<file path="config.mk">
export PLATFORM = sky130hd
export DESIGN_NAME = stereo_cam_capture
export DESIGN_NICKNAME = d
export VERILOG_FILES = /design/src/rtl/eyetracker_pkg.sv /design/src/rtl/cam_sig_reg.sv /design/src/rtl/stereo_cam_capture.sv
export SDC_FILE = /design/constraint.sdc
export NUM_CORES = 1
export LEC_CHECK = 0
export CAP_MARGIN = 20
export CORE_ASPECT_RATIO = 0.9
export CORE_UTILIZATION = 47
export DETAILED_ROUTE_END_ITERATION = 16
export PLACE_DENSITY = 0.76
export SKIP_LAST_GASP = 1
export SYNTH_ARGS = -nofsm -noshare
export SYNTH_HDL_FRONTEND = slang
export SYNTH_SLANG_ARGS = --single-unit
</file>
<file path="constraint.sdc">
create_clock -name CCLK -period 3.2 [get_ports CCLK]
set_input_delay 0.64 -clock CCLK [delete_from_list [all_inputs] [get_ports CCLK]]
set_output_delay 0.64 -clock CCLK [all_outputs]
set_load 0.05 [all_outputs]
</file>
<file path="src/rtl/eyetracker_pkg.sv">
// Shared definitions for the stereo camera capture path: capture FSM states
// and the bit positions inside the sticky geometry error word.
package eyetracker_pkg;

    typedef enum logic [1:0] {
        S_IDLE     = 2'd0,
        S_ARM      = 2'd1,
        S_WAIT_SOF = 2'd2,
        S_FRAME    = 2'd3
    } cap_state_t;

    localparam int unsigned ERR_LINE_LONG   = 0;
    localparam int unsigned ERR_LINE_SHORT  = 1;
    localparam int unsigned ERR_FRAME_LONG  = 2;
    localparam int unsigned ERR_FRAME_SHORT = 3;

endpackage

</file>
<file path="src/rtl/cam_sig_reg.sv">
// Stage-1 register for the raw sensor bus, with rise/fall detection on the
// registered frame and line valids.
module cam_sig_reg #(
    parameter int PIXEL_WIDTH = 8
) (
    input  logic                   clk,
    input  logic                   rst,
    input  logic                   fval,
    input  logic                   lval,
    input  logic                   dval,
    input  logic [PIXEL_WIDTH-1:0] data_l,
    input  logic [PIXEL_WIDTH-1:0] data_r,
    output logic                   s1_fval,
    output logic                   s1_lval,
    output logic                   s1_dval,
    output logic [PIXEL_WIDTH-1:0] s1_data_l,
    output logic [PIXEL_WIDTH-1:0] s1_data_r,
    output logic                   fval_rise,
    output logic                   fval_fall,
    output logic                   lval_fall
);

    logic fval_d;
    logic lval_d;

    // Capture the pins and keep a one-cycle-older copy of the stage-1 valids.
    always_ff @(posedge clk or posedge rst) begin
        if (rst) begin
            s1_fval   <= 1'b0;
            s1_lval   <= 1'b0;
            s1_dval   <= 1'b0;
            s1_data_l <= '0;
            s1_data_r <= '0;
            fval_d    <= 1'b0;
            lval_d    <= 1'b0;
        end else begin
            s1_fval   <= fval;
            s1_lval   <= lval;
            s1_dval   <= dval;
            s1_data_l <= data_l;
            s1_data_r <= data_r;
            fval_d    <= s1_fval;
            lval_d    <= s1_lval;
        end
    end

    // Edges as seen at stage 1.
    always_comb begin
        fval_rise = s1_fval & ~fval_d;
        fval_fall = ~s1_fval & fval_d;
        lval_fall = ~s1_lval & lval_d;
    end

endmodule

</file>
<file path="src/rtl/stereo_cam_capture.sv">
// Stereo sensor capture: frame-gated arming FSM, X/Y counters cropped to the
// active window, registered pixel stream with markers, sticky geometry errors.
module stereo_cam_capture
    import eyetracker_pkg::*;
#(
    parameter int PIXEL_WIDTH = 8,
    parameter int HACTIVE     = 320,
    parameter int VACTIVE     = 480,
    parameter int XW          = 10,
    parameter int YW          = 10
) (
    input  logic                   CCLK,
    input  logic                   RST,
    input  logic                   iENABLE,
    input  logic                   iCLR_ERR,
    input  logic                   FVAL,
    input  logic                   LVAL,
    input  logic                   DVAL,
    input  logic [PIXEL_WIDTH-1:0] DATA_L,
    input  logic [PIXEL_WIDTH-1:0] DATA_R,
    output logic                   oDE,
    output logic [PIXEL_WIDTH-1:0] oDATA_L,
    output logic [PIXEL_WIDTH-1:0] oDATA_R,
    output logic [XW-1:0]          oX,
    output logic [YW-1:0]          oY,
    output logic                   oSOF,
    output logic                   oEOL,
    output logic                   oEOF,
    output logic                   oBUSY,
    output logic [15:0]            oFRAME_CNT,
    output logic [3:0]             oERR
);

    // Counters carry one extra bit and stop one past the active size, so an
    // over-long line/frame stays distinguishable from an exact one.
    localparam logic [XW:0] X_ACT  = (XW+1)'(HACTIVE);
    localparam logic [XW:0] X_LAST = (XW+1)'(HACTIVE - 1);
    localparam logic [XW:0] X_SAT  = (XW+1)'(HACTIVE + 1);
    localparam logic [YW:0] Y_ACT  = (YW+1)'(VACTIVE);
    localparam logic [YW:0] Y_SAT  = (YW+1)'(VACTIVE + 1);

    logic                   s1_fval, s1_lval, s1_dval;
    logic [PIXEL_WIDTH-1:0] s1_data_l, s1_data_r;
    logic                   fval_rise, fval_fall, lval_fall;

    cap_state_t  state, state_next;
    logic [XW:0] x, x_cur, x_next;
    logic [YW:0] y, y_cur, y_line;
    logic        frame_start, active, q, emit, line_end, frame_end;
    logic [3:0]  err_set;

    cam_sig_reg #(
        .PIXEL_WIDTH(PIXEL_WIDTH)
    ) u_sig_reg (
        .clk       (CCLK),
        .rst       (RST),
        .fval      (FVAL),
        .lval      (LVAL),
        .dval      (DVAL),
        .data_l    (DATA_L),
        .data_r    (DATA_R),
        .s1_fval   (s1_fval),
        .s1_lval   (s1_lval),
        .s1_dval   (s1_dval),
        .s1_data_l (s1_data_l),
        .s1_data_r (s1_data_r),
        .fval_rise (fval_rise),
        .fval_fall (fval_fall),
        .lval_fall (lval_fall)
    );

    // Capture state register.
    always_ff @(posedge CCLK or posedge RST) begin
        if (RST) state <= S_IDLE;
        else     state <= state_next;
    end

    // Next-state: arm only between frames, enter capture on a frame rise.
    always_comb begin
        state_next = state;
        case (state)
            S_IDLE:     if (iENABLE) state_next = S_ARM;
            S_ARM:      if (!s1_fval) state_next = S_WAIT_SOF;
            S_WAIT_SOF: begin
                if (!iENABLE)       state_next = S_IDLE;
                else if (fval_rise) state_next = S_FRAME;
            end
            S_FRAME:    if (fval_fall) state_next = iENABLE ? S_WAIT_SOF : S_IDLE;
            default:    state_next = S_IDLE;
        endcase
    end

    // Pixel qualification, counter updates and geometry checks. The cycle that
    // enters S_FRAME is treated as in-frame with counters forced to zero, so a
    // pixel arriving together with the frame rise is not lost.
    always_comb begin
        frame_start = (state == S_WAIT_SOF) && (state_next == S_FRAME);
        active      = (state == S_FRAME) || frame_start;
        x_cur       = frame_start ? '0 : x;
        y_cur       = frame_start ? '0 : y;
        q           = s1_fval & s1_lval & s1_dval;
        emit        = active && q && (x_cur < X_ACT) && (y_cur < Y_ACT);
        line_end    = active && lval_fall && (x_cur != '0);
        frame_end   = (state == S_FRAME) && fval_fall;

        x_next = x_cur;
        if (active && q && (x_cur != X_SAT)) x_next = x_cur + 1'b1;
        else if (active && lval_fall)        x_next = '0;

        y_line = y_cur;
        if (line_end && (y_cur != Y_SAT)) y_line = y_cur + 1'b1;

        err_set = '0;
        err_set[ERR_LINE_LONG]   = line_end && (x_cur > X_ACT);
        err_set[ERR_LINE_SHORT]  = line_end && (x_cur < X_ACT);
        err_set[ERR_FRAME_LONG]  = frame_end && (y_line > Y_ACT);
        err_set[ERR_FRAME_SHORT] = frame_end && (y_line < Y_ACT);
    end

    // Position counters.
    always_ff @(posedge CCLK or posedge RST) begin
        if (RST) begin
            x <= '0;
            y <= '0;
        end else begin
            x <= x_next;
            y <= y_line;
        end
    end

    // Output register, frame counter and sticky errors (a new error beats a clear).
    always_ff @(posedge CCLK or posedge RST) begin
        if (RST) begin
            oDE        <= 1'b0;
            oDATA_L    <= '0;
            oDATA_R    <= '0;
            oX         <= '0;
            oY         <= '0;
            oSOF       <= 1'b0;
            oEOL       <= 1'b0;
            oEOF       <= 1'b0;
            oFRAME_CNT <= '0;
            oERR       <= '0;
        end else begin
            oDE  <= emit;
            oSOF <= emit && (x_cur == '0) && (y_cur == '0);
            oEOL <= emit && (x_cur == X_LAST);
            oEOF <= frame_end;
            if (emit) begin
                oDATA_L <= s1_data_l;
                oDATA_R <= s1_data_r;
                oX      <= x_cur[XW-1:0];
                oY      <= y_cur[YW-1:0];
            end
            if (frame_end) oFRAME_CNT <= oFRAME_CNT + 16'd1;
            oERR <= (iCLR_ERR ? 4'b0000 : oERR) | err_set;
        end
    end

    assign oBUSY = (state == S_FRAME);

endmodule
</file>
==> out/metrics.cfg <==
[logic_synthesis]
syn_inst = 392
synth_fp_nets = 422
syn_area_sq_mm = 0.00450
yosys-top-cells-area = dfrtp_1 58%, mux2_2 5.8%, nand2_1 4.5%
synth_edf_count = 0
yosysTopAreaCellShare = 0.584
synth-async-reset-ratio = 1.00
ys.flop_type = dfrtp_1
yosys_warnings = 0
synth_area_leader_cell = dfrtp_1
avgSynthCellArea_sq_um = 11.5
ys_ff_latch = 105
synth_cell_type_count = 49
synth-seq-area-share = 0.584

[worst_setup_path]
worstSetupEndpointType = flip-flop
critPathMaxFanout = 5
r2r-start = u_sig_reg.fval_d$_DFF_PP0_
cp.required_ps = 3470
r2r_end = oERR[3]$_DFF_PP0_
arrival_ps = 3440
worstSetupStartpointType = primary input
rr_worst_depth = 12
ff2ff_setup_slack_ps = 260
crit_type = in -> reg

[timing]
tns_ps = 0
maxSlewViolCount = 0
clock.fmax_mhz = 315
fin_worst_skew_ps = 9.05
min_period_over_period = 0.991
worst_pin_slew_ps = 531
max_slew_margin = 0.645
setup_violations = 0
period_needed_ps = 3170
finalHoldViolCount = 0

[finish]
final_nets = 529
n_fill_cell = 743
regArea_sq_mm = 0.00263
area_delta_synth_final_pct = 30.6
final_layout_size_suffix_gt1_frac = 0.161
antenna_cells = 0
final_core_util = 0.638
fin_cells = 626
multi_input_area_sq_mm = 0.00177

[cts]
cts_root_buffer = clkbuf_8
htreeDepth = 3
insertion_delay_ps = 370
cts.clk_slew.worst_paths_ps = 100
cts.sinks = 105
cts_tree = yes
cts_buffer_depth = 2
numCtsBuffers = 9

[die]
die_area_sq_mm = 0.00997
die_h_um = 94.8
die_x_um = 105
start_util = 0.489
pin_count = 84
num_rows = 33
core-area_sq_mm = 0.00921

[placement]
port-buffer-count = 83
placed_cells = 609
gp_congestion = 0.962
dpl.hpwl_um = 7050

[route]
drt-total-wl_um = 9640
num_vias = 3317
drc = 0
via_per_inst = 5.30
drt_pass1_iterations = 4
ant_nets = 0
wl_per_cell_um = 15.4
drt_iter0_markers = 163

[power]
p_per_area_mw_per_mm2 = 677
finalPower_mw = 3.98
vdd_ir_drop_max_uv = 543
leakage_nw = 2.64

[global_route]
antenna_found_initial = 0
grt_pass1_wl_um = 16500
grt_pass1_vias = 3297
grt_start_max_net_pins = 84
track_usage = 0.214
overflow = 0

[min_path]
hold_start = u_sig_reg.s1_lval$_DFF_PP0_
hold_class = reg -> reg
whs_path_depth = 0
hold_end = u_sig_reg.lval_d$_DFF_PP0_

[status]
outcome = finished clean

[flow_run]
maxCapViolCount = 0

stage by stage:
stage	area, sq um	hold WS (ps)	worst slack (ps)
after floorplan	4520	381	-96.2
after global placement	5650	414	-249
after detailed placement	5650	414	-315
after CTS	5860	437	77.4
after global routing	5870	471	-16.9
final	5870	434	29.5
worst max path at each step:
| stage | start | end | slack, ps | cells past startpoint |
|---|---|---|---|---|
| floorplan | iENABLE | oERR[3]$_DFF_PP0_ | -100 | 12 |
| global placement | iENABLE | oERR[3]$_DFF_PP0_ | -250 | 13 |
| detailed placement | iENABLE | oERR[3]$_DFF_PP0_ | -320 | 13 |
| CTS | iENABLE | oERR[3]$_DFF_PP0_ | 80 | 13 |
| global route | iENABLE | oERR[3]$_DFF_PP0_ | -20 | 13 |
| finish | iENABLE | oERR[3]$_DFF_PP0_ | 30 | 13 |
metal layers:
metal / vias to the layer above / GRT usage / share of wire
met5: - / 0 / 0
met4: 0 / 0.0552 / 0.011
met3: 8 / 0.0600 / 0.051
met2: 97 / 0.363 / 0.49
met1: 1616 / 0.273 / 0.45
li1: 1596 / - / -
cell usage in the layout (no fill, tap or decap), types with 3 or more instances in the layout:
| cell type | instances |
|---|---|
| o211ai_1 | 5 |
| a21oi_1 | 7 |
| inv_1 | 8 |
| buf_4 | 30 |
| dfrtp_1 | 105 |
| nand2b_1 | 4 |
| and4b_1 | 3 |
| mux2_2 | 23 |
| o21ai_0 | 23 |
| and2_1 | 7 |
| xor2_1 | 8 |
| nand3_1 | 13 |
| ha_1 | 7 |
| nor2_1 | 20 |
| nand4_1 | 13 |
| clkdlybuf4s50_1 | 83 |
| clkbuf_8 | 10 |
| clkinvlp_4 | 4 |
| o31ai_1 | 4 |
| xnor2_1 | 16 |
| nor4_1 | 3 |
| nand2_1 | 53 |
| and3_1 | 12 |
| mux2i_1 | 5 |
registers in the layout (all words and copies together), names as in the netlist, 2 cells and up:
| name | cells |
|---|---|
| u_sig_reg.s1_data_r | 8 |
| oDATA_L | 8 |
| state | 2 |
| oERR | 4 |
| oFRAME_CNT | 16 |
| oX | 10 |
| x | 11 |
| u_sig_reg.s1_data_l | 8 |
| oDATA_R | 8 |
| oY | 10 |
| y | 11 |
repair_timing:
item | CTS | global route
hold buffers | 0 | 0
endpoints found under the hold margin | 0 | 0
endpoints found under the setup margin | 0 | 1
resized for setup | 0 | 2
setup buffers | 0 | 1
cells by family after synthesis:
group	after synthesis	synth area share
simple gates	149	0.177
compound gates	52	0.0779
mux	28	0.0687
flops	105	0.584
buf+inv	27	0.0256
xor+xnor	24	0.0467
fa+ha+maj	7	0.0195
synth_stat cells, types with 3 or more instances:
master and n:
xnor2_1 16, and3_1 12, nand2_1 54, buf_2 5
nor4b_1 3, clkbuf_1 9, ha_1 7, nand3_1 13
dfrtp_1 105, mux2i_1 5, nand2b_1 4, xor2_1 8
and4b_1 3, and2_1 7, nor2_1 20, o211ai_1 5
inv_1 9, o31ai_1 4, nor4_1 3, a21oi_1 7
mux2_2 23, o21ai_0 23, nand4_1 13, buf_1 3
where the power goes:
group | switching (mW) | internal, mW
clock | 0.446 | 0.388
sequential | 0.128 | 1.51
combinational | 0.931 | 0.571
worst max-delay path, stage by stage:
cell	delay (ps)
clkdlybuf4s50_1	430
and3b_1	220
nand2_2	110
nand2_1	80
ha_1	230
nor4b_2	170
and3_1	230
buf_4	160
buf_4	130
nor4b_1	390
mux2i_1	330
nor2_1	70
a32o_1	240
area by class of cell:
| type | count | share of cell area |
|---|---|---|
| Clock buffer | 11 | 0.0241 |
| Sequential cell | 105 | 0.447 |
| Inverter | 9 | 0.00639 |
| Tap cell | 122 | 0.0260 |
| Multi-Input combinational cell | 260 | 0.302 |
| Timing Repair Buffer | 114 | 0.183 |
| Clock inverter | 5 | 0.0109 |
Power figures use the tool's default switching activity.
